## src/rtl/lfsr_arbiter.sv

```systemverilog
// Shares one 128-bit LFSR between a plaintext and a key generator. A granted requester
// gets STEPS advances of the LFSR, one captured word and a one-cycle ack.
module lfsr_arbiter #(
  parameter int unsigned STEPS = 1
) (
  input  logic         clk,
  input  logic         rst,
  // Handshake: req[i] is a level held until ack[i]; ack[i] is a one-cycle pulse during
  // which data_out is valid for requester i; the requester drops req the cycle after.
  input  logic [1:0]   req,
  output logic [1:0]   ack,
  output logic [127:0] data_out,
  output logic         lfsr_require,
  input  logic [127:0] lfsr_data,
  output logic         busy,
  output logic [15:0]  word_cnt,
  output logic [1:0]   dbg_state
);

  typedef enum logic [1:0] {
    IDLE    = 2'd0,
    STEP    = 2'd1,
    CAPTURE = 2'd2,
    ACK     = 2'd3
  } state_t;

  localparam logic [4:0] STEP_LOAD = 5'(STEPS);

  state_t         state_q, state_d;
  logic [4:0]     step_cnt_q, step_cnt_d;
  logic           owner_q, owner_d;
  logic           last_owner_q, last_owner_d;
  logic [127:0]   data_q, data_d;
  logic [15:0]    word_cnt_q, word_cnt_d;
  logic           winner;

  // Round-robin: a lone request wins; on a tie the one that was not served last wins.
  always_comb begin
    winner = 1'b0;
    case (req)
      2'b01:   winner = 1'b0;
      2'b10:   winner = 1'b1;
      default: winner = ~last_owner_q;
    endcase
  end

  always_comb begin
    state_d      = state_q;
    step_cnt_d   = step_cnt_q;
    owner_d      = owner_q;
    last_owner_d = last_owner_q;
    data_d       = data_q;
    word_cnt_d   = word_cnt_q;
    case (state_q)
      IDLE: begin
        if (req != 2'b00) begin
          owner_d    = winner;
          step_cnt_d = STEP_LOAD;
          state_d    = STEP;
        end
      end
      STEP: begin
        step_cnt_d = step_cnt_q - 5'd1;
        if (step_cnt_q == 5'd1) begin
          state_d = CAPTURE;
        end
      end
      CAPTURE: begin
        // lfsr_data already reflects every advance requested during STEP.
        data_d       = lfsr_data;
        last_owner_d = owner_q;
        state_d      = ACK;
      end
      ACK: begin
        word_cnt_d = word_cnt_q + 16'd1;
        state_d    = IDLE;
      end
      default: state_d = IDLE;
    endcase
  end

  always_ff @(posedge clk) begin
    if (rst) begin
      state_q      <= IDLE;
      step_cnt_q   <= 5'd0;
      owner_q      <= 1'b0;
      last_owner_q <= 1'b1;
      data_q       <= 128'd0;
      word_cnt_q   <= 16'd0;
    end else begin
      state_q      <= state_d;
      step_cnt_q   <= step_cnt_d;
      owner_q      <= owner_d;
      last_owner_q <= last_owner_d;
      data_q       <= data_d;
      word_cnt_q   <= word_cnt_d;
    end
  end

  // Outputs are decoded from registered state only; req never reaches them directly.
  assign lfsr_require = (state_q == STEP);
  assign busy         = (state_q != IDLE);
  assign ack          = (state_q == ACK) ? (owner_q ? 2'b10 : 2'b01) : 2'b00;
  assign data_out     = data_q;
  assign word_cnt     = word_cnt_q;
  assign dbg_state    = state_q;

endmodule

```

## config.mk

```make
export PLATFORM = sky130hd
export DESIGN_NAME = lfsr_arbiter
export DESIGN_NICKNAME = d
export VERILOG_FILES = /design/src/rtl/lfsr_arbiter.sv
export SDC_FILE = /design/constraint.sdc
export NUM_CORES = 1
export LEC_CHECK = 0
export BUFFER_PORTS_ARGS = -buffer_cell sky130_fd_sc_hd__buf_4
export CORE_MARGIN = 5
export CORE_UTILIZATION = 45
export CTS_CLUSTER_DIAMETER = 100
export DETAILED_ROUTE_END_ITERATION = 8
export HOLD_SLACK_MARGIN = 0.03
export PLACE_DENSITY_LB_ADDON = 0.08
export RECOVER_POWER = 50
export SLEW_MARGIN = 15
export SYNTH_ARGS = -nofsm -noshare
export SYNTH_HDL_FRONTEND = slang
export SYNTH_SLANG_ARGS = --single-unit
```

## constraint.sdc

```tcl
create_clock -name clk -period 2.2 [get_ports clk]
set_clock_uncertainty 0.15 [all_clocks]
set_input_delay 0.33 -clock clk [delete_from_list [all_inputs] [get_ports clk]]
set_output_delay 0.33 -clock clk [all_outputs]
set_load 0.02 [all_outputs]
```

==> metrics.md <==
| Metric | Value |
|---|---|
| Clk buf depth | 2 |
| Max H-tree Level | 4 |
| CP Capture Type | register |
| Syn nets | slightly above 700 |
| Critical path data arrival time | ~2.2 ns |
| Wire per inst | approximately 18 um |
| Worst hold slack | roughly 0.036 ns |
| DR WL met3 | 1810 um |
| CTS Buf Count | 17 |
| Largest stage delay, worst path | ~0.65 ns |
| Synth async-reset ratio | 0% |
| FILL cells | between 900 and 1,000 |
| M1 WL | approximately 7700 um |
| Most used DFF post-synth | dfxtp_1 |
| Power per Cell Area | around 1000 nW/um^2 |
| Number of global-route vias before repair | a little over 6,000 |
| Vias | around 5,700 |
| Fin crit period | 2.04 ns |
| ANT cells | 0 |
| Top-count cell post-synth | dfxtp_1 |
| Layout cell share with drive strength beyond 1 | between 10% and 20% |
| Core footprint | between 10,000 and 15,000 um^2 |
| DRC viols | 0 |
| CP required | ~2.3 ns |
| Iter 0 DRT Violations | approximately 340 |
| I/O pins | 282 |
| HPWL after DPL | 12,500 um |
| DP Worst Slack | ~0.33 ns |
| Crit path max fanout | a little over 50 |
| Leakage | between 0.003 and 0.004 uW |
| Post-synth top area share | between 50 and 60% |
| Worst Slack Setup Final | between 0.15 and 0.2 ns |
| Hold WC Path Type | primary input to register |
| Worst Max-Slew Pin Slew | approximately 0.84 ns |
| Initial antenna violation count | 0 |
| Via-to-Cell Ratio | approximately 5 |
| Netlist cell types | 34 |
| CP cell instances | inv_1, ha_4, buf_4, mux2i_1, nor2_1 |
| Fin crit share | 92.5% |
| Clk_lat worst skew | 0.40 ns |
| Drt first pass iters | 4 |
| Peak supply drop | around 0.00057 V |
| Top layer in use | met4 |
| Gpl congestion | 0.789 |
| Syn Area/Cell | 10.2 um^2 |
| Wire length on met2 | around 10,000 um |
| Post-synth EDFFs | 0 |
| Global-route wire length before repair | roughly 31,000 um |
| Net count, final | 1,101 |
| Total Power | ~9400 uW |
| Fmax | 0.491 GHz |
| Crit-path slowest cell | buf_4 |
| Grt ovf | 0 |
| Yosys warning total | 0 |
| Root Driver | clkbuf_16 |
| Antenna viol nets, final | 0 |
| Status | finished, final reports clean |
| Mapped Area | between 5000 and 6000 um^2 |
| Post-Route WL | around 21,000 um |
| Post-CTS sizing | 0 |
| Cell family with most CP delay | buffers and inverters |
| Final Max Tran Viols | 0 |
| Gr usage total | a little over a quarter |
| Clock Sinks | ~150 |
| Max-capacitance violation count | 0 |
| Initial Util | between 40% and 50% |
| Die height | 124 um |
| Sequential area share after synthesis | a little over half |
| Die area | approximately 15,000 um^2 |
| Headroom to the max-slew limit | approximately 44% |
| Area leader, netlist | dfxtp_1 |
| Final Non-Filler Cells | around 1,100 |
| IO Port Bufs | between 200 and 300 |
| Worst setup path class | register to register |
| FP Rows | approximately 40 |
| Final setup vio count | 0 |
| Dpl cells | 993 |
| Setup crit start kind | register |
| Hold Violations, Final | 0 |
| Post-route setup TNS | 0 ns |
| Top cells by count, synth | 153 x dfxtp_1, 143 x nor2_1, 132 x mux2i_1 |
| Top cells by area, synth | dfxtp_1 53%, mux2i_1 23%, nor2_1 9.3% |
| RSZ-0062 raised after global routing | no |
| Horiz. Die Dim | about 120 um |
| Largest net degree at the start of global routing | 79 |
| Seq cells post-synth | ~150 |
| Worst Path Buf+Inv | 2 |
| CTS tree | done |
| CTS hold repair buffers | 120 |
| Clk pin slew, worst setup/hold paths | approximately 0.060 ns |
| Area delta synth->final | 60.1% |
| Synthesized instance count | 566 |
| Setup bufs post-CTS | 0 |
## worst reg2reg max path, cell delays in order (launching register included)
cell and delay, ns:
dfxtp_1 0.35, inv_1 0.14, ha_4 0.17, buf_4 0.65, mux2i_1 0.39, nor2_1 0.08
## layout make-up
class | count | area (um^2) | share of cell area [%]
clock buffer | 24 | 472 | 5.08
clock inverter | 8 | 95.1 | 1.02
inverter | 14 | 52.6 | 0.566
multi-input combinational | 365 | 2540 | 27.3
sequential | 153 | 3060 | 33.0
tap | 172 | 215 | 2.32
timing repair buffer | 409 | 2850 | 30.7
## cells by family (layout without fill, tap and decap cells)
family                   after synthesis  after routing  share of synthesized area (%)
AO/OA/AOI/OAI                         26             26                           3.00
flip-flops                           153            153                           52.8
adder cells (fa/ha/maj)                9              9                           1.94
multiplexers                         137            137                           23.8
buffers and inverters                 48            455                           3.63
XOR/XNOR                               4              4                          0.604
AND/OR/NAND/NOR                      189            189                           14.2
## per-stage QoR
step / area [um^2] / util [%]
global placement: 8070 / 64.0
finish: 9280 / 73.5
detailed placement: 8070 / 64.0
global route: 9280 / 73.5
CTS: 9840 / 78.0
floorplan: 5800 / -
## report_power, final
part	total, uW	switching (uW)	internal [uW]
Clock	2810	1090	1720
Combinational	2990	1800	1190
Sequential	3630	344	3290
Total	9440	3240	6200
## cell usage in the layout (no fill, tap or decap), drive strengths merged
cell and n:
dfxtp 153, o32ai 2, xnor2 1, clkinvlp 2, buf 143, or4 4, o311ai 1, bufinv 2
nand3 5, or3 3, a21oi 11, nand2 9, o31ai 4, clkbuf 170, xor2 3, nor4 5
ha 9, nor3 1, mux2i 132, and2 2, or4b 1, a2111o 1, a211oi 1, nor2b 9
nor2 143, nand4 6, o211a 2, inv 14, a211o 1, dlygate4sd3 120, nor3b 1, o21ai 3
clkinv 4, mux2 5
## routing by layer
layer	global-route usage, %	vias up
met3	8.92	59
met2	46.2	261
met5	0	-
met4	12.9	0
met1	28.3	2700
li1	-	2702
## path summary, 6_finish.rpt
path / from / slack [ns] / end / cells after the start
worst min register to register: data_out[27] / 0.34 / data_out[27] / 2
worst min-delay path: lfsr_data[121] / 0.04 / data_out[121] / 3
worst max-delay path: dbg_state[0] / 0.16 / data_out[41] / 5
worst max register to register: dbg_state[0] / 0.16 / data_out[41] / 5
## state kept, by name (all words and copies together), names as in the netlist
register and count:
last_owner_q 1, data_out 128, owner_q 1, word_cnt 16
dbg_state 2, step_cnt_q 5
Note: power is estimated with default switching activity, not from simulation.
